==> src/rtl/fp_add_sub_pipe.sv <==
// Four-stage pipelined IEEE-754 adder/subtractor (unpack, align, add, normalise/round/pack)
// with valid/ready flow control. Define FP_ADD_SUB_SUBNORMAL_EN for gradual underflow; default flushes to zero.
module fp_add_sub_pipe #(
  parameter int EXP_BITS  = 8,
  parameter int MANT_BITS = 23
) (
  input  logic                        clk,
  input  logic                        rst,
  input  logic                        in_valid,
  output logic                        in_ready,
  input  logic [EXP_BITS+MANT_BITS:0] a,
  input  logic [EXP_BITS+MANT_BITS:0] b,
  input  logic                        operation_select,
  output logic                        out_valid,
  input  logic                        out_ready,
  output logic [EXP_BITS+MANT_BITS:0] result,
  output logic [3:0]                  flags
);

  localparam int WIDTH  = 1 + EXP_BITS + MANT_BITS;
  localparam int SW     = MANT_BITS + 1;
  localparam int AW     = MANT_BITS + 4;
  localparam int LW     = $clog2(MANT_BITS + 5);
  localparam int EW     = ((EXP_BITS > LW) ? EXP_BITS : LW) + 2;
  localparam int MAX_SH = MANT_BITS + 3;

  localparam logic [WIDTH-1:0] QNAN =
    {1'b0, {EXP_BITS{1'b1}}, 1'b1, {(MANT_BITS-1){1'b0}}};

  typedef struct packed {
    logic                sign;
    logic [EXP_BITS-1:0] exp;
    logic [SW-1:0]       sig;
    logic                nan;
    logic                snan;
    logic                inf;
  } opnd_t;

  function automatic opnd_t decode_operand(input logic [WIDTH-1:0] v, input logic flip);
    opnd_t                o;
    logic [EXP_BITS-1:0]  e;
    logic [MANT_BITS-1:0] f;
    logic                 ez;
    e      = v[WIDTH-2:MANT_BITS];
    f      = v[MANT_BITS-1:0];
    ez     = (e == '0);
    o.sign = v[WIDTH-1] ^ flip;
    o.nan  = (&e) && (|f);
    o.snan = o.nan && !f[MANT_BITS-1];
    o.inf  = (&e) && !(|f);
`ifdef FP_ADD_SUB_SUBNORMAL_EN
    o.exp  = ez ? EXP_BITS'(1) : e;
    o.sig  = {!ez, f};
`else
    o.exp  = e;
    o.sig  = ez ? '0 : {1'b1, f};
`endif
    return o;
  endfunction

  logic stall;
  assign stall    = out_valid && !out_ready;
  assign in_ready = !rst && !stall;

  // S1: unpack, classify, order by magnitude
  opnd_t               ua, ub;
  logic                swap1, sp1;
  logic [WIDTH-1:0]    sp_res1;
  logic [3:0]          sp_flags1;
  logic [EXP_BITS-1:0] ex1, ey1;

  always_comb begin
    ua        = decode_operand(a, 1'b0);
    ub        = decode_operand(b, operation_select);
    swap1     = {ub.exp, ub.sig} > {ua.exp, ua.sig};
    ex1       = swap1 ? ub.exp : ua.exp;
    ey1       = swap1 ? ua.exp : ub.exp;
    sp1       = 1'b1;
    sp_res1   = QNAN;
    sp_flags1 = '0;
    if (ua.nan || ub.nan)
      sp_flags1 = {ua.snan || ub.snan, 3'b000};
    else if (ua.inf && ub.inf && (ua.sign != ub.sign))
      sp_flags1 = 4'b1000;
    else if (ua.inf)
      sp_res1 = {ua.sign, {EXP_BITS{1'b1}}, {MANT_BITS{1'b0}}};
    else if (ub.inf)
      sp_res1 = {ub.sign, {EXP_BITS{1'b1}}, {MANT_BITS{1'b0}}};
    else
      sp1 = 1'b0;
  end

  logic                s1_valid, s1_sp, s1_sign, s1_zsign, s1_sub;
  logic [WIDTH-1:0]    s1_sp_res;
  logic [3:0]          s1_sp_flags;
  logic [EXP_BITS-1:0] s1_ex, s1_diff;
  logic [SW-1:0]       s1_mx, s1_my;

  // S2: align the smaller significand, folding shifted-out bits into sticky
  logic [LW-1:0] sh2;
  logic [AW-1:0] yext2, lost2, yal2;

  always_comb begin
    sh2     = (EW'(s1_diff) > EW'(MAX_SH)) ? LW'(MAX_SH) : LW'(s1_diff);
    yext2   = {s1_my, 3'b000};
    lost2   = ~({AW{1'b1}} << sh2);
    yal2    = yext2 >> sh2;
    yal2[0] = yal2[0] | (|(yext2 & lost2));
  end

  logic                s2_valid, s2_sp, s2_sign, s2_zsign, s2_sub;
  logic [WIDTH-1:0]    s2_sp_res;
  logic [3:0]          s2_sp_flags;
  logic [EXP_BITS-1:0] s2_ex;
  logic [AW-1:0]       s2_mx, s2_my;

  // S3: magnitude add/subtract and leading-zero count below the carry bit
  logic [AW:0]   sum3;
  logic [LW-1:0] lzc3;

  always_comb begin
    sum3 = s2_sub ? ({1'b0, s2_mx} - {1'b0, s2_my}) : ({1'b0, s2_mx} + {1'b0, s2_my});
    lzc3 = LW'(AW);
    for (int unsigned i = 0; i < AW; i++)
      if (sum3[i]) lzc3 = LW'(AW - 1 - i);
  end

  logic                s3_valid, s3_sp, s3_sign, s3_zsign;
  logic [WIDTH-1:0]    s3_sp_res;
  logic [3:0]          s3_sp_flags;
  logic [EXP_BITS-1:0] s3_ex;
  logic [AW:0]         s3_sum;
  logic [LW-1:0]       s3_lzc;

  // S4: normalise, round to nearest even, pack, apply special cases
  logic [EW-1:0]                ex4, lz4, sh4;
  logic [EXP_BITS:0]            en4, ef4;
  logic [AW-1:0]                norm4;
  logic                         tiny4, inex4, rnd_up4, ovf4;
  logic [EXP_BITS+MANT_BITS:0]  packed4, rounded4;
  logic [WIDTH-1:0]             res4;
  logic [3:0]                   flg4;

  always_comb begin
    ex4 = EW'(s3_ex);
    lz4 = EW'(s3_lzc);
    sh4 = '0;
    if (s3_sum[AW]) begin
      norm4    = s3_sum[AW:1];
      norm4[0] = s3_sum[1] | s3_sum[0];
      en4      = (EXP_BITS+1)'(ex4 + EW'(1));
    end else begin
`ifdef FP_ADD_SUB_SUBNORMAL_EN
      // Capping the left shift at exponent 1 leaves tiny results already denormalised.
      sh4 = (lz4 < ex4) ? lz4 : ex4 - EW'(1);
`else
      sh4 = lz4;
`endif
      norm4 = s3_sum[AW-1:0] << sh4;
      en4   = (EXP_BITS+1)'(ex4 - sh4);
    end
`ifdef FP_ADD_SUB_SUBNORMAL_EN
    tiny4 = !norm4[AW-1];
`else
    tiny4 = !s3_sum[AW] && (lz4 >= ex4);
`endif
    inex4    = |norm4[2:0];
    rnd_up4  = norm4[2] && (norm4[1] || norm4[0] || norm4[3]);
    ef4      = norm4[AW-1] ? en4 : '0;
    packed4  = {ef4, norm4[AW-2:3]};
    // The increment carries through the fraction into the exponent field.
    rounded4 = packed4 + {{(EXP_BITS+MANT_BITS){1'b0}}, rnd_up4};
    ovf4     = rounded4[EXP_BITS+MANT_BITS:MANT_BITS] >= {1'b0, {EXP_BITS{1'b1}}};
    res4     = {s3_sign, rounded4[EXP_BITS+MANT_BITS-1:0]};
    flg4     = {2'b00, tiny4 && inex4, inex4};
    if (s3_sp) begin
      res4 = s3_sp_res;
      flg4 = s3_sp_flags;
    end else if (s3_sum == '0) begin
      res4 = {s3_zsign, {(WIDTH-1){1'b0}}};
      flg4 = '0;
`ifndef FP_ADD_SUB_SUBNORMAL_EN
    end else if (tiny4) begin
      res4 = {s3_sign, {(WIDTH-1){1'b0}}};
      flg4 = 4'b0011;
`endif
    end else if (ovf4) begin
      res4 = {s3_sign, {EXP_BITS{1'b1}}, {MANT_BITS{1'b0}}};
      flg4 = 4'b0101;
    end
  end

  always_ff @(posedge clk) begin
    if (rst) begin
      s1_valid  <= 1'b0;
      s2_valid  <= 1'b0;
      s3_valid  <= 1'b0;
      out_valid <= 1'b0;
      result    <= '0;
      flags     <= '0;
    end else if (!stall) begin
      s1_valid  <= in_valid;
      s2_valid  <= s1_valid;
      s3_valid  <= s2_valid;
      out_valid <= s3_valid;
      result    <= res4;
      flags     <= flg4;
    end
  end

  always_ff @(posedge clk) begin
    if (!stall) begin
      s1_sp       <= sp1;
      s1_sp_res   <= sp_res1;
      s1_sp_flags <= sp_flags1;
      s1_sign     <= swap1 ? ub.sign : ua.sign;
      s1_zsign    <= ua.sign & ub.sign;
      s1_sub      <= ua.sign ^ ub.sign;
      s1_ex       <= ex1;
      s1_diff     <= ex1 - ey1;
      s1_mx       <= swap1 ? ub.sig : ua.sig;
      s1_my       <= swap1 ? ua.sig : ub.sig;

      s2_sp       <= s1_sp;
      s2_sp_res   <= s1_sp_res;
      s2_sp_flags <= s1_sp_flags;
      s2_sign     <= s1_sign;
      s2_zsign    <= s1_zsign;
      s2_sub      <= s1_sub;
      s2_ex       <= s1_ex;
      s2_mx       <= {s1_mx, 3'b000};
      s2_my       <= yal2;

      s3_sp       <= s2_sp;
      s3_sp_res   <= s2_sp_res;
      s3_sp_flags <= s2_sp_flags;
      s3_sign     <= s2_sign;
      s3_zsign    <= s2_zsign;
      s3_ex       <= s2_ex;
      s3_sum      <= sum3;
      s3_lzc      <= lzc3;
    end
  end

endmodule
==> config.mk <==
export PLATFORM = sky130hd
export DESIGN_NAME = fp_add_sub_pipe
export DESIGN_NICKNAME = d
export VERILOG_FILES = /design/src/rtl/fp_add_sub_pipe.sv
export SDC_FILE = /design/constraint.sdc
export NUM_CORES = 1
export LEC_CHECK = 0
export ABC_AREA = 1
export ABC_CLOCK_PERIOD_IN_PS = 8050
export CORE_ASPECT_RATIO = 1.1
export CORE_MARGIN = 1.5
export CORE_UTILIZATION = 30
export CTS_BUF_LIST = sky130_fd_sc_hd__clkbuf_2
export CTS_CLUSTER_DIAMETER = 120
export DETAILED_ROUTE_END_ITERATION = 10
export PLACE_DENSITY_LB_ADDON = 0.1
export SLEW_MARGIN = 10
export SYNTH_ARGS = -nofsm -noshare
export SYNTH_HDL_FRONTEND = slang
export SYNTH_SLANG_ARGS = --single-unit
==> constraint.sdc <==
create_clock -name clk -period 8.05 [get_ports clk]
set_clock_uncertainty 0.15 [all_clocks]
set_input_delay 2.0125 -clock clk [delete_from_list [all_inputs] [get_ports clk]]
set_output_delay 2.0125 -clock clk [all_outputs]
set_load 0.02 [all_outputs]
==> metrics.csv <==
metric,value,unit
worst_slack,1690,ps
vias,15900,
leakagePower,8.71,nW
rrSetupSlack,3040,ps
grt_max_degree,142,
final_util,34.4,%
wl_per_cell,16.4,um
antenna_found_initial,2,
boundaryPins,107,
crit_required,8650,ps
grt_pass1_wl,84.0,mm
min_path_cells,0,
rr_endpoint,result[2],
first_global_vias,15500,
clkLatencyLatePin,1040,ps
yosysUniqueCellTypes,63,
arrival,6960,ps
tightest_slew,1190,ps
first_iter_violations,949,
synth.top_cell.area_share,32.6,%
drive_above_1_share,7.66,%
finalWirelength,53.1,mm
cts_made_buffers,60,
routed-wl-met3,1.87,mm
gr-total-overflow,0,
synth_seq_cells,224,
r2r_start,s3_lzc[3],
core_area,55900,um2
cts_sinks,224,
worstHoldStart,s2_ex[0],
status,"complete, no violations",
nets,2603,
hold_class,reg2reg,
hold_buffers,0,
start_util,30.3,%
fp.dieArea,57900,um2
root_buffer,clkbuf_2,
place_congestion,0.883,
syn_nets,2503,
yosysWarnings,0,
tns,0,ps
synth_most_common_cell,nand2_1,
clk_pin_slew,100,ps
synthArstFlopShare,0,%
synthCells,2341,
fp.dieW,229,um
routed_via_density,4.90,
critPathKind,in2reg,
min_period,6360,ps
dieHeight,252,um
dr_wl_met2,25.7,mm
max_freq,157,MHz
post_dp_cell_area,18600,um2
yosysSeqAreaShare,37.4,%
hold_path_end,s3_ex[0],
startpoint_type,input pin,
path_max_fanout,15,
hpwlAfterDp,42.0,mm
port_buffers,106,
final_hold_viol_count,0,
synthTopCellsByArea,"edfxtp_1 33%, nand2_1 15%, ha_1 6.7%",
top_layer,met4,
cts_tree,yes,
slew_viol_final,0,
setup_viol,0,
final_area,19200,um2
slew_headroom,20.5,%
ys.flop_type,edfxtp_1,
powerDensity,302,nW/um2
post-place-ws,805,ps
grt_usage,18.2,%
syn_area_per_cell,7.23,um2
worstRegToRegCells,19,
synth_edf_count,184,
drv_cap,0,
firstDrtPassIters,5,
finalCritPeriodShare,79.0,%
clock_path_buffers,3,
synthToLayoutAreaGrowth,13.6,%
ant_nets,0,
rows,91,
postCtsSetupBuffers,0,
syn_area,16900,um2
synthTopCellsByCount,"656 x nand2_1, 299 x inv_1, 190 x nor2_1",
htree_levels,2,
yosys.area.top_type,edfxtp_1,
wl_met1,24.0,mm
crit_path_end_kind,register,
rsz0062_at_grt,false,
cts-resized-gates,0,
remaining_drc_errors,0,
ir_worst_vdd,90.3,uV
registers in the layout, indices dropped and copies added, names as in the netlist, 2 cells and up:
register,count
flags,4
result,32
s1_diff,8
s1_ex,8
s1_mx,24
s1_my,24
s1_sp_res,2
s2_ex,8
s2_mx,24
s2_my,27
s2_sp_res,2
s3_ex,8
s3_lzc,5
s3_sp_res,2
s3_sum,28
per-stage QoR:
stage	hold slack (ps)	power, mW	instances
floorplan	250	4.05	2341
global placement	257	5.03	3123
detailed placement	255	5.02	3123
CTS	275	5.89	3236
global route	269	6.37	3239
finish	276	5.82	3239
critical path: stages:
cell	delay [ps]
clkdlybuf4s50_1	470
nor4_1	600
nand2_1	270
inv_1	470
buf_4	250
nor2_1	60
ha_1	300
a21oi_1	140
nor2_1	50
a211oi_1	190
o2111ai_1	130
nand2_1	110
o2111ai_1	110
nand2_1	450
clkinv_1	410
o21ai_0	400
nand3_1	150
nand3_1	150
nand2_1	80
nand3_1	70
nand2_1	60
placed cells by master (no fill, tap or decap), drive strengths merged, types with 79 or more instances in the layout:
| master | n |
|---|---|
| o21ai | 213 |
| ha | 91 |
| nand3 | 173 |
| a21oi | 119 |
| edfxtp | 184 |
| clkdlybuf4s50 | 106 |
| clkbuf | 79 |
| inv | 305 |
| nor2 | 208 |
| nand2 | 668 |
cell families after synthesis:
kind of cell	count (synthesis)	synth area share (%)
compound gates	430	14.3
xor+xnor	29	1.50
fa+ha+maj	93	6.96
buf+inv	395	9.42
flops	224	37.4
mux	9	0.532
simple gates	1161	29.9
metal layers:
metal / up-vias / global-route usage (%)
met3: 99 / 2.10
met1: 7276 / 22.8
li1: 8115 / -
met2: 371 / 32.3
met4: 0 / 6.32
met5: - / 0
worst max path at each step:
stage	from	cells after the start	end	slack [ps]
6_report	b[28]	21	s1_diff[7]	1690
5_1_grt	b[28]	22	s1_diff[7]	1650
4_1_cts	rst	3	in_ready	1820
3_5_place_dp	b[28]	21	s1_diff[7]	810
3_3_place_gp	b[27]	21	s1_diff[7]	940
2_1_floorplan	out_ready	5	result[24]	2770
where the power goes:
group | switching [mW] | leakage, nW | internal [mW]
Sequential | 0.210 | 2.34 | 1.56
Combinational | 2.14 | 5.94 | 1.07
Clock | 0.519 | 0.431 | 0.319
Total | 2.87 | 8.71 | 2.95
final cells by class:
class | count | area [um2]
Antenna cell | 3 | 7.51
Clock buffer | 79 | 395
Clock inverter | 34 | 190
Fill cell | 6083 | 36700
Inverter | 307 | 1170
Multi-Input combinational cell | 1722 | 9010
Sequential cell | 224 | 6330
Tap cell | 744 | 931
Timing Repair Buffer | 126 | 1210
Note: power is estimated with default switching activity, not from simulation.
